<file path="src/rtl/mdu_pkg.sv">
// Shared definitions for the multi-cycle multiply/divide unit: operand width,
// operation codes and FSM states.
package mdu_pkg;

  localparam int XLEN = 32;

  typedef enum logic [1:0] {
    OP_MULT  = 2'd0,
    OP_MULTU = 2'd1,
    OP_DIV   = 2'd2,
    OP_DIVU  = 2'd3
  } op_e;

  typedef enum logic [1:0] {
    ST_IDLE = 2'd0,
    ST_RUN  = 2'd1,
    ST_FIN  = 2'd2
  } state_e;

  function automatic logic op_is_div(input op_e op);
    return op[1];
  endfunction

  function automatic logic op_is_signed(input op_e op);
    return ~op[0];
  endfunction

endpackage

</file>
<file path="src/rtl/mdu_step.sv">
// One iteration of the MDU datapath: shift-add multiply step or restoring
// shift-subtract divide step on a (2*XLEN+1)-bit accumulator.
module mdu_step #(
  parameter int XLEN = mdu_pkg::XLEN
) (
  input  logic              mode,
  input  logic [2*XLEN:0]   acc,
  input  logic [XLEN-1:0]   operand,
  output logic [2*XLEN:0]   acc_next,
  output logic              q_bit
);

  logic [XLEN:0]   sum;
  logic [2*XLEN:0] sh;
  logic [XLEN+1:0] diff;

  // Multiply: acc = {partial product (XLEN+1), multiplier bits}; shifts right.
  // Divide:   acc = {0, remainder, quotient/dividend bits}; shifts left.
  // The quotient bit is left clear in acc_next; the caller inserts q_bit.
  always_comb begin
    // NOTE: every output of a combinational block gets a value on every path, otherwise a latch is inferred.
    acc_next = '0;
    q_bit    = 1'b0;
    sum      = acc[2*XLEN:XLEN] + (acc[0] ? {1'b0, operand} : '0);
    sh       = {acc[2*XLEN-1:0], 1'b0};
    diff     = {1'b0, sh[2*XLEN:XLEN]} - {2'b00, operand};
    if (mode) begin
      q_bit    = ~diff[XLEN+1];
      acc_next = q_bit ? {diff[XLEN:0], sh[XLEN-1:0]} : sh;
    end else begin
      q_bit    = acc[0];
      acc_next = {1'b0, sum, acc[XLEN-1:1]};
    end
  end

endmodule

</file>
<file path="src/rtl/mdu.sv">
// Multi-cycle MIPS-style multiply/divide unit with HI/LO registers, fed
// straight from the register-file read ports.
module mdu #(
  parameter int XLEN = mdu_pkg::XLEN,
  parameter int ITER = XLEN
) (
  input  logic            clk,
  input  logic            reset,
  input  logic            start,
  input  logic [1:0]      op,
  input  logic [XLEN-1:0] a,
  input  logic [XLEN-1:0] b,
  input  logic            hi_we,
  input  logic            lo_we,
  input  logic [XLEN-1:0] wdata,
  output logic [XLEN-1:0] hi,
  output logic [XLEN-1:0] lo,
  output logic            busy,
  output logic            done
);

  import mdu_pkg::*;

  localparam int CW = $clog2(ITER + 1);

  state_e          state;
  logic [CW-1:0]   cnt;
  op_e             op_r;
  logic            sa, sb, b_zero;
  logic [XLEN-1:0] a_raw, opnd;
  logic [2*XLEN:0] acc, step_acc;
  logic            q_bit;

  op_e             op_in;
  logic            sgn_a, sgn_b;
  logic [XLEN-1:0] mag_a, mag_b;
  logic [XLEN-1:0] res_hi, res_lo;
  logic [2*XLEN-1:0] prod;
  logic [XLEN-1:0] quot, rem;

  assign op_in = op_e'(op);
  assign sgn_a = op_is_signed(op_in) & a[XLEN-1];
  assign sgn_b = op_is_signed(op_in) & b[XLEN-1];
  assign mag_a = sgn_a ? -a : a;
  assign mag_b = sgn_b ? -b : b;

  mdu_step #(.XLEN(XLEN)) u_step (
    .mode     (op_is_div(op_r)),
    .acc      (acc),
    .operand  (opnd),
    .acc_next (step_acc),
    .q_bit    (q_bit)
  );

  // Sign correction and the divide-by-zero override applied at FIN.
  always_comb begin
    prod   = acc[2*XLEN-1:0];
    quot   = acc[XLEN-1:0];
    rem    = acc[2*XLEN-1:XLEN];
    res_hi = '0;
    res_lo = '0;
    if (!op_is_div(op_r)) begin
      if (sa ^ sb) prod = -prod;
      res_hi = prod[2*XLEN-1:XLEN];
      res_lo = prod[XLEN-1:0];
    end else if (b_zero) begin
      res_hi = a_raw;
      res_lo = '1;
    end else begin
      res_lo = (sa ^ sb) ? -quot : quot;
      res_hi = sa ? -rem : rem;
    end
  end

  // Control and architectural state.
  always_ff @(posedge clk) begin
    if (reset) begin
      // NOTE: sequential state uses non-blocking assignments so every register samples pre-edge values.
      state <= ST_IDLE;
      cnt   <= '0;
      busy  <= 1'b0;
      done  <= 1'b0;
      hi    <= '0;
      lo    <= '0;
    end else begin
      done <= 1'b0;
      case (state)
        ST_IDLE: begin
          if (hi_we) hi <= wdata;
          if (lo_we) lo <= wdata;
          if (start) begin
            cnt   <= CW'(ITER);
            busy  <= 1'b1;
            state <= ST_RUN;
          end
        end
        ST_RUN: begin
          cnt <= cnt - 1'b1;
          if (cnt == CW'(1)) state <= ST_FIN;
        end
        ST_FIN: begin
          hi    <= res_hi;
          lo    <= res_lo;
          busy  <= 1'b0;
          done  <= 1'b1;
          state <= ST_IDLE;
        end
        default: state <= ST_IDLE;
      endcase
    end
  end

  // NOTE: datapath registers carry no reset; every operation reloads them before use.
  always_ff @(posedge clk) begin
    if (state == ST_IDLE && start) begin
      op_r   <= op_in;
      sa     <= sgn_a;
      sb     <= sgn_b;
      a_raw  <= a;
      b_zero <= (b == '0);
      acc    <= {{(XLEN+1){1'b0}}, op_is_div(op_in) ? mag_a : mag_b};
      opnd   <= op_is_div(op_in) ? mag_b : mag_a;
    end else if (state == ST_RUN) begin
      acc <= step_acc | {{(2*XLEN){1'b0}}, q_bit & op_is_div(op_r)};
    end
  end

endmodule
</file>
<file path="config.mk">
export PLATFORM = sky130hd
export DESIGN_NAME = mdu
export DESIGN_NICKNAME = d
export VERILOG_FILES = /design/src/rtl/mdu_pkg.sv /design/src/rtl/mdu_step.sv /design/src/rtl/mdu.sv
export SDC_FILE = /design/constraint.sdc
export NUM_CORES = 1
export LEC_CHECK = 0
export CAP_MARGIN = 5
export CORE_MARGIN = 1
export CORE_UTILIZATION = 47
export CTS_BUF_LIST = sky130_fd_sc_hd__clkbuf_2
export DETAILED_ROUTE_END_ITERATION = 8
export HOLD_SLACK_MARGIN = 0.1
export PLACE_DENSITY = 0.67
export SYNTH_ARGS = -nofsm -noshare
export SYNTH_HDL_FRONTEND = slang
export SYNTH_SLANG_ARGS = --single-unit
</file>
<file path="constraint.sdc">
create_clock -name clk -period 5.15 [get_ports clk]
set_input_delay 0.515 -clock clk [delete_from_list [all_inputs] [get_ports clk]]
set_output_delay 0.515 -clock clk [all_outputs]
set_load 0.02 [all_outputs]
</file>
==> Word level (Yosys, flattened, before mapping) <==
Cells that the tools add are included.
{ "classes": {"n_addsub": 8, "n_mul": 0, "div": 0, "magnitude_cmp": 0, "eq_ne": 7, "shift": 0, "mux": 29, "n_bitwise": 7, "reduce_logical": 11} }
{ "op_table": {"columns": ["operator", "count"], "rows": [
  ["$mux W32", 15],
  ["$mux W65", 2],
  ["$neg A32 Y32", 4],
  ["$pmux W32 S2", 2],
  ["$or A65 B1 Y65", 1],
  ["$mux W64", 1],
  ["$neg A64 Y64", 1],
  ["$sub A33 B32 Y34", 1],
  ["$add A33 B32 Y33", 1],
  ["$logic_not A32 Y1", 1],
  ["$pmux W6 S2", 1],
  ["$reduce_and A2 Y1", 5],
  ["$ne A2 B2 Y1 const B", 4],
  ["$eq A6 B1 Y1 const B", 1],
  ["$mux W6", 1],
  ["$reduce_bool A2 Y1", 3],
  ["$sub A6 B1 Y6 const B", 1],
  ["$mux W2", 2],
  ["$pmux W2 S2", 1],
  ["$and A1 B1 Y1", 3],
  ["$mux W1", 3],
  ["$eq A2 B1 Y1 const B", 1],
  ["$eq A2 B2 Y1 const B", 1],
  ["$logic_not A2 Y1", 1],
  ["4 further kinds", 5]
]} }
{ "totals": {"regBits": 208, "latch_bits": 0, "mem_bits_rw": 0, "romBits": 0, "output_inout_bits": 66, "wordCells": 76, "mem_count": 0} }

==> Logic depth before layout (Yosys ltp) <==
Gate-level depths: netlist of run 1.
{ "depth": {"depth_word": 7, "depth_mapped": 14} }

==> Cells and area by module <==
A second synthesis of run 1 with hierarchy kept.
{ "hier_totals": {"cells_unflattened": 2101, "hier_area_um2": 17175.2} }
{ "by_module_without_submodules": {"columns": ["module", "instances", "cells_per_inst", "area_each_um2", "seq_area_each_um2"], "rows": [
  ["mdu", 1, 1403, 12280.5, 5144.9],
  ["mdu_step", 1, 698, 4894.7, 0.0]
]} }

==> Worst setup path before layout of run 1 <==
OpenSTA, ideal clock, no wires.
{ "synth_timing": {"path_kind": "reg-to-reg", "from": "register acc[0]", "to": "register acc[50]", "setup_time_ns": 0.257, "arrival_time_ns": 3.153, "slack_ns": 1.739, "path_stages_with_launch": 14, "n_path_buf": 1, "period_less_slack_ns": 3.411, "path_cell_list": "edfxtp_1 -> clkinv_1 -> clkbuf_1 -> nor2_1 -> ha_1 -> a21oi_1 -> nand2_1 -> a221oi_1 -> a31oi_1 -> or3b_2 -> a31o_2 -> a21oi_1 -> mux2i_1 -> a21oi_1"} }
{ "synth_between": {"elab_chain_len": 4} }
{ "synth_lines": {"columns": ["item", "line_no", "rtl"], "rows": [
  ["from (decl)", "mdu.sv:31", "logic [2*XLEN:0] acc, step_acc;"],
  ["from (signal assigned)", "mdu.sv:121", "acc <= {{(XLEN+1){1'b0}}, op_is_div(op_in) ? mag_a : mag_b};"],
  ["from (signal assigned)", "mdu.sv:124", "acc <= step_acc | {{(2*XLEN){1'b0}}, q_bit & op_is_div(op_r)};"],
  ["$mux W32", "mdu_step.sv:24", "sum = acc[2*XLEN:XLEN] + (acc[0] ? {1'b0, operand} : '0);"],
  ["$add A33 B32 Y33", "mdu_step.sv:24", null],
  ["$mux W65", "mdu_step.sv:27", "if (mode) begin"],
  ["$or A65 B1 Y65", "mdu.sv:124", null]
]} }
Every way passes these cells.
A chain may end at the register's enable or synchronous reset.

==> Worst setup path after layout of run 1 <==
{ "layout_timing": {"from": "register acc[57]", "to": "register acc[36]"} }
{ "layout_between": {"elab_chain_len": 4} }
{ "layout_lines": {"columns": ["item", "line_no", "rtl"], "rows": [
  ["$sub A33 B32 Y34", "mdu_step.sv:26", "diff = {1'b0, sh[2*XLEN:XLEN]} - {2'b00, operand};"],
  ["$mux W65", "mdu_step.sv:29", "acc_next = q_bit ? {diff[XLEN:0], sh[XLEN-1:0]} : sh;"],
  ["$mux W65", "mdu_step.sv:27", null],
  ["$or A65 B1 Y65", "mdu.sv:124", null]
]} }
Every way passes these cells.

==> results of run 1 <==
cells in the final DEF, fill, tap and decap left out, types with 28 or more instances in the layout:
cell type	Yosys	layout
clkbuf_2	0	84
o21ai_0	140	139
a211oi_1	28	28
o221ai_1	35	35
mux2i_1	98	98
buf_4	0	44
edfxtp_1	100	100
clkdlybuf4s50_1	0	166
nand2_1	172	172
a21oi_1	215	215
nor3_1	55	55
inv_1	76	75
nand3_1	34	34
xor2_1	82	81
ha_1	70	70
a21o_1	45	45
xnor2_1	86	85
dfxtp_1	107	107
nor2_1	212	209
worst max-delay path: cells and delay by family (launching register included):
| kind | cells | cell delay, ps |
|---|---|---|
| muxes | 1 | 370 |
| DFF | 1 | 660 |
| adders and majority gates | 1 | 420 |
| and+or+nand+nor | 4 | 1390 |
| buffers and inverters | 1 | 400 |
| AOI/OAI and AO/OA | 2 | 990 |
power groups by stage:
| stage | sequential [W] | clock, W | combinational [W] |
|---|---|---|---|
| 3_3_place_gp | 0.00230 | 0 | 0.00301 |
| 5_1_grt | 0.00229 | 0.00133 | 0.00336 |
| 4_1_cts | 0.00227 | 0.00125 | 0.00305 |
| 3_5_place_dp | 0.00230 | 0 | 0.00301 |
| 2_1_floorplan | 0.00220 | 0 | 0.00206 |
| 6_report | 0.00228 | 0.00122 | 0.00312 |
per-layer routing:
layer	track usage	up-vias	wire length, µm
met5	0	-	11
met4	0.165	2	3040
met3	0.0755	157	6010
met2	0.537	911	28800
met1	0.488	8352	28100
li1	-	8045	-
synthesized netlist by cell type, types with 10 or more instances:
| master | count |
|---|---|
| a21oi_1 | 215 |
| nor2_1 | 212 |
| nand2_1 | 172 |
| o21ai_0 | 140 |
| clkbuf_1 | 113 |
| dfxtp_1 | 107 |
| edfxtp_1 | 100 |
| mux2i_1 | 98 |
| xnor2_1 | 86 |
| xor2_1 | 82 |
| inv_1 | 76 |
| ha_1 | 70 |
| nor3_1 | 55 |
| a21o_1 | 45 |
| o221ai_1 | 35 |
| nand3_1 | 34 |
| a211oi_1 | 28 |
| a31oi_1 | 26 |
| or3_1 | 26 |
| nor4_1 | 22 |
| nand2b_1 | 19 |
| nand4_1 | 19 |
| o22ai_1 | 18 |
| o31ai_1 | 18 |
| and3_1 | 17 |
| buf_1 | 16 |
| o211ai_1 | 16 |
| nor2b_1 | 15 |
| o21a_1 | 15 |
| or4_1 | 15 |
| o41ai_1 | 13 |
| and2_1 | 12 |
| a221oi_1 | 10 |
| mux2_2 | 10 |
metrics by stage:
step	cell area (µm²)	utilization	power (W)
3_5_place_dp	18800	0.541	0.00532
2_1_floorplan	16700	-	0.00426
4_1_cts	19600	0.562	0.00656
6_report	19600	0.562	0.00662
3_3_place_gp	18800	0.541	0.00531
5_1_grt	19600	0.562	0.00699
cell families after synthesis:
group	count (synthesis)	synth area share
adders and majority gates	72	0.0547
muxes	108	0.0653
buffers and inverters	216	0.0492
AOI/OAI and AO/OA	668	0.254
xor gates and xnor gates	168	0.0879
DFF	207	0.307
and+or+nand+nor	644	0.182
sequential cells by signal (all words and copies together), names as in the netlist:
name	cells
acc	65
a_raw	32
hi	32
lo	32
opnd	32
cnt	6
state	2
b_zero	1
busy	1
done	1
op_r	1
sa	1
sb	1
cell type report:
class	instances	share of cell area
inverters	79	0.0153
repair buffers	233	0.113
diodes	2	0.000256
well taps	455	0.0291
clock buffers	84	0.0215
clock inverters	20	0.00448
flip-flops and latches	207	0.263
multi-input cells	1660	0.553
worst paths after layout:
path,from,to,slack [ps],depth (start not counted)
setup / recovery,acc[57],acc[36],710,9
hold / removal,wdata[18],lo[18],210,3
setup reg to reg,acc[57],acc[36],710,9
hold reg to reg,lo[11],lo[11],460,2
what timing repair did:
item,4_1_cts,5_1_grt
hold buffers,22,0
buffers inserted,0,0
resized for setup,0,0
endpoints found under the hold margin,49,0
==> key figures, run 1 <==
Final layout
  – Synthesis-to-layout area growth: 16.8%
  – Layout cells sized above 1: 0.0749
  – Fillers: ~3.3k
  – Register area: roughly 5000 µm²
  – Cell Count, Final, Fillers Out: about 2.7k
  – Multi-input logic area: between 10000 and 15000 µm²
  – Final nets: about 2.4k

Run status
  – Outcome: finished, final reports clean

STA
  – RSZ-0062 raised after global routing: false
  – Final WS setup: just over 700 ps
  – Fin Hold WS: 208 ps
  – Actual slew at the worst max-slew pin: between 1000 and 1500 ps
  – Final critical-path share of the clock period: 0.863
  – Slew Limit Fails: 0
  – Relative slew slack: 0.257
  – Clock Skew: ~90 ps
  – Final setup TNS: 0 ps
  – Fin crit period: approximately 4400 ps
  – Achievable frequency: 0.225 GHz
  – Final setup viols: 0
  – Fin. Hold Viols: 0

GRT
  – GRT Total Usage: 0.357
  – First-pass GRT wire length: approximately 100 mm
  – Largest net degree at the start of global routing: 73
  – Vias in the first global route: around 16k
  – GR Overflow Total: 0
  – Initial antenna violation count: 3

Logic synthesis
  – Number of synthesized flops with an enable pin: 100
  – #FFs+latches synth: just over 200
  – Yosys warns: 0
  – Asr flop ratio synth: 0
  – Net Count, Synth: 2258
  – Avg Cell Area, Syn: roughly 8 µm²
  – Sequential fraction of the synthesis area: 0.307
  – Synth area leader: edfxtp_1
  – Cells after synthesis: roughly 2.1k
  – Synth Flop Type: dfxtp_1
  – Post-Syn Area: between 15000 and 20000 µm²
  – Synth top area cells: edfxtp_1, dfxtp_1, a21oi_1
  – Netlist cell types: 84
  – Yosys top cell area share: 0.179

Critical path
  – Critical-path maximum fanout: 20
  – CP required: roughly 6000 ps
  – Critical-path top delay cell: o32ai_1
  – CP arrival: 5290 ps
  – Critical path type: register to register
  – CP cell instances: ha_1, nand4_1, or4_1, o32ai_1, or2_1, buf_4, mux2_2, a211oi_1, nor3_1
  – CP Capture Type: register
  – Startpoint types: register
  – Slowest Stage Delay on Critical Path: between 700 and 800 ps

Clock network
  – CTS root buffer: clkbuf_2
  – Clock Path Buffers: 3
  – H-tree levels: 2
  – CTS tree: built
  – Num Clock Sinks: 207
  – CTS buffer count: 58
  – Clock-pin slew on the worst setup and hold paths: approximately 100 ps
  – Clock Latency Late Sink: 1050 ps

Floorplanning
  – Area of the core: ~35000 µm²
  – Die W: 191 µm
  – Row Count: 68
  – Initial core utilization: 0.481
  – Die area: between 30000 and 40000 µm²
  – I/O pins: 169
  – Die Height: 191 µm

Pwr
  – Logic pwr share: 0.471
  – Clock group share of total power: 0.184
  – Switching power total: ~0.003 W
  – Sequential share of power: 0.344
  – Pwr per Cell Area: 338 nW/µm²
  – Peak supply drop: approximately 190 µV
  – P_leak: 7.80 nW
  – Net Sw Frac: 0.454
  – Cell Int Power: about 0.0036 W

Min path
  – Hold crit path type: primary input to register

Placement
  – Gp weighted congestion: approximately 1
  – Port-buffer cells: roughly 170
  – Dpl hpwl: between 50 and 60 mm
  – Pre-CTS WS: 925 ps
  – # placed instances: around 2.6k

Route
  – Vias per cell: between 6 and 7
  – Routed wire length: between 60 and 70 mm
  – Routed len/inst: 24.1 µm
  – Via count: between 15k and 20k
  – DRC viols: 0
  – Post-route ant nets: 0
  – First-pass DRT Iterations: 5
  – Initial DRC Count: around 1.9k

Job
  – MaxCap Viol Count: 0
No activity file was read; power rests on OpenSTA's default activity.
==> run 2: changes to the inputs <==
==> constraint.sdc (replaced) <==
create_clock -name clk -period 5.15 [get_ports clk]
set_input_delay 0.515 -clock clk [delete_from_list [all_inputs] [get_ports clk]]
set_output_delay 0.515 -clock clk [all_outputs]
set_load 0.05 [all_outputs]
==> results of run 2 <==
Same layout as run 1 (identical final DEF). Status: finished, final reports clean.
Main changes from that run: total power 0.00662 W -> 0.00671 W; worst IR drop on VDD 191 µV -> 192 µV
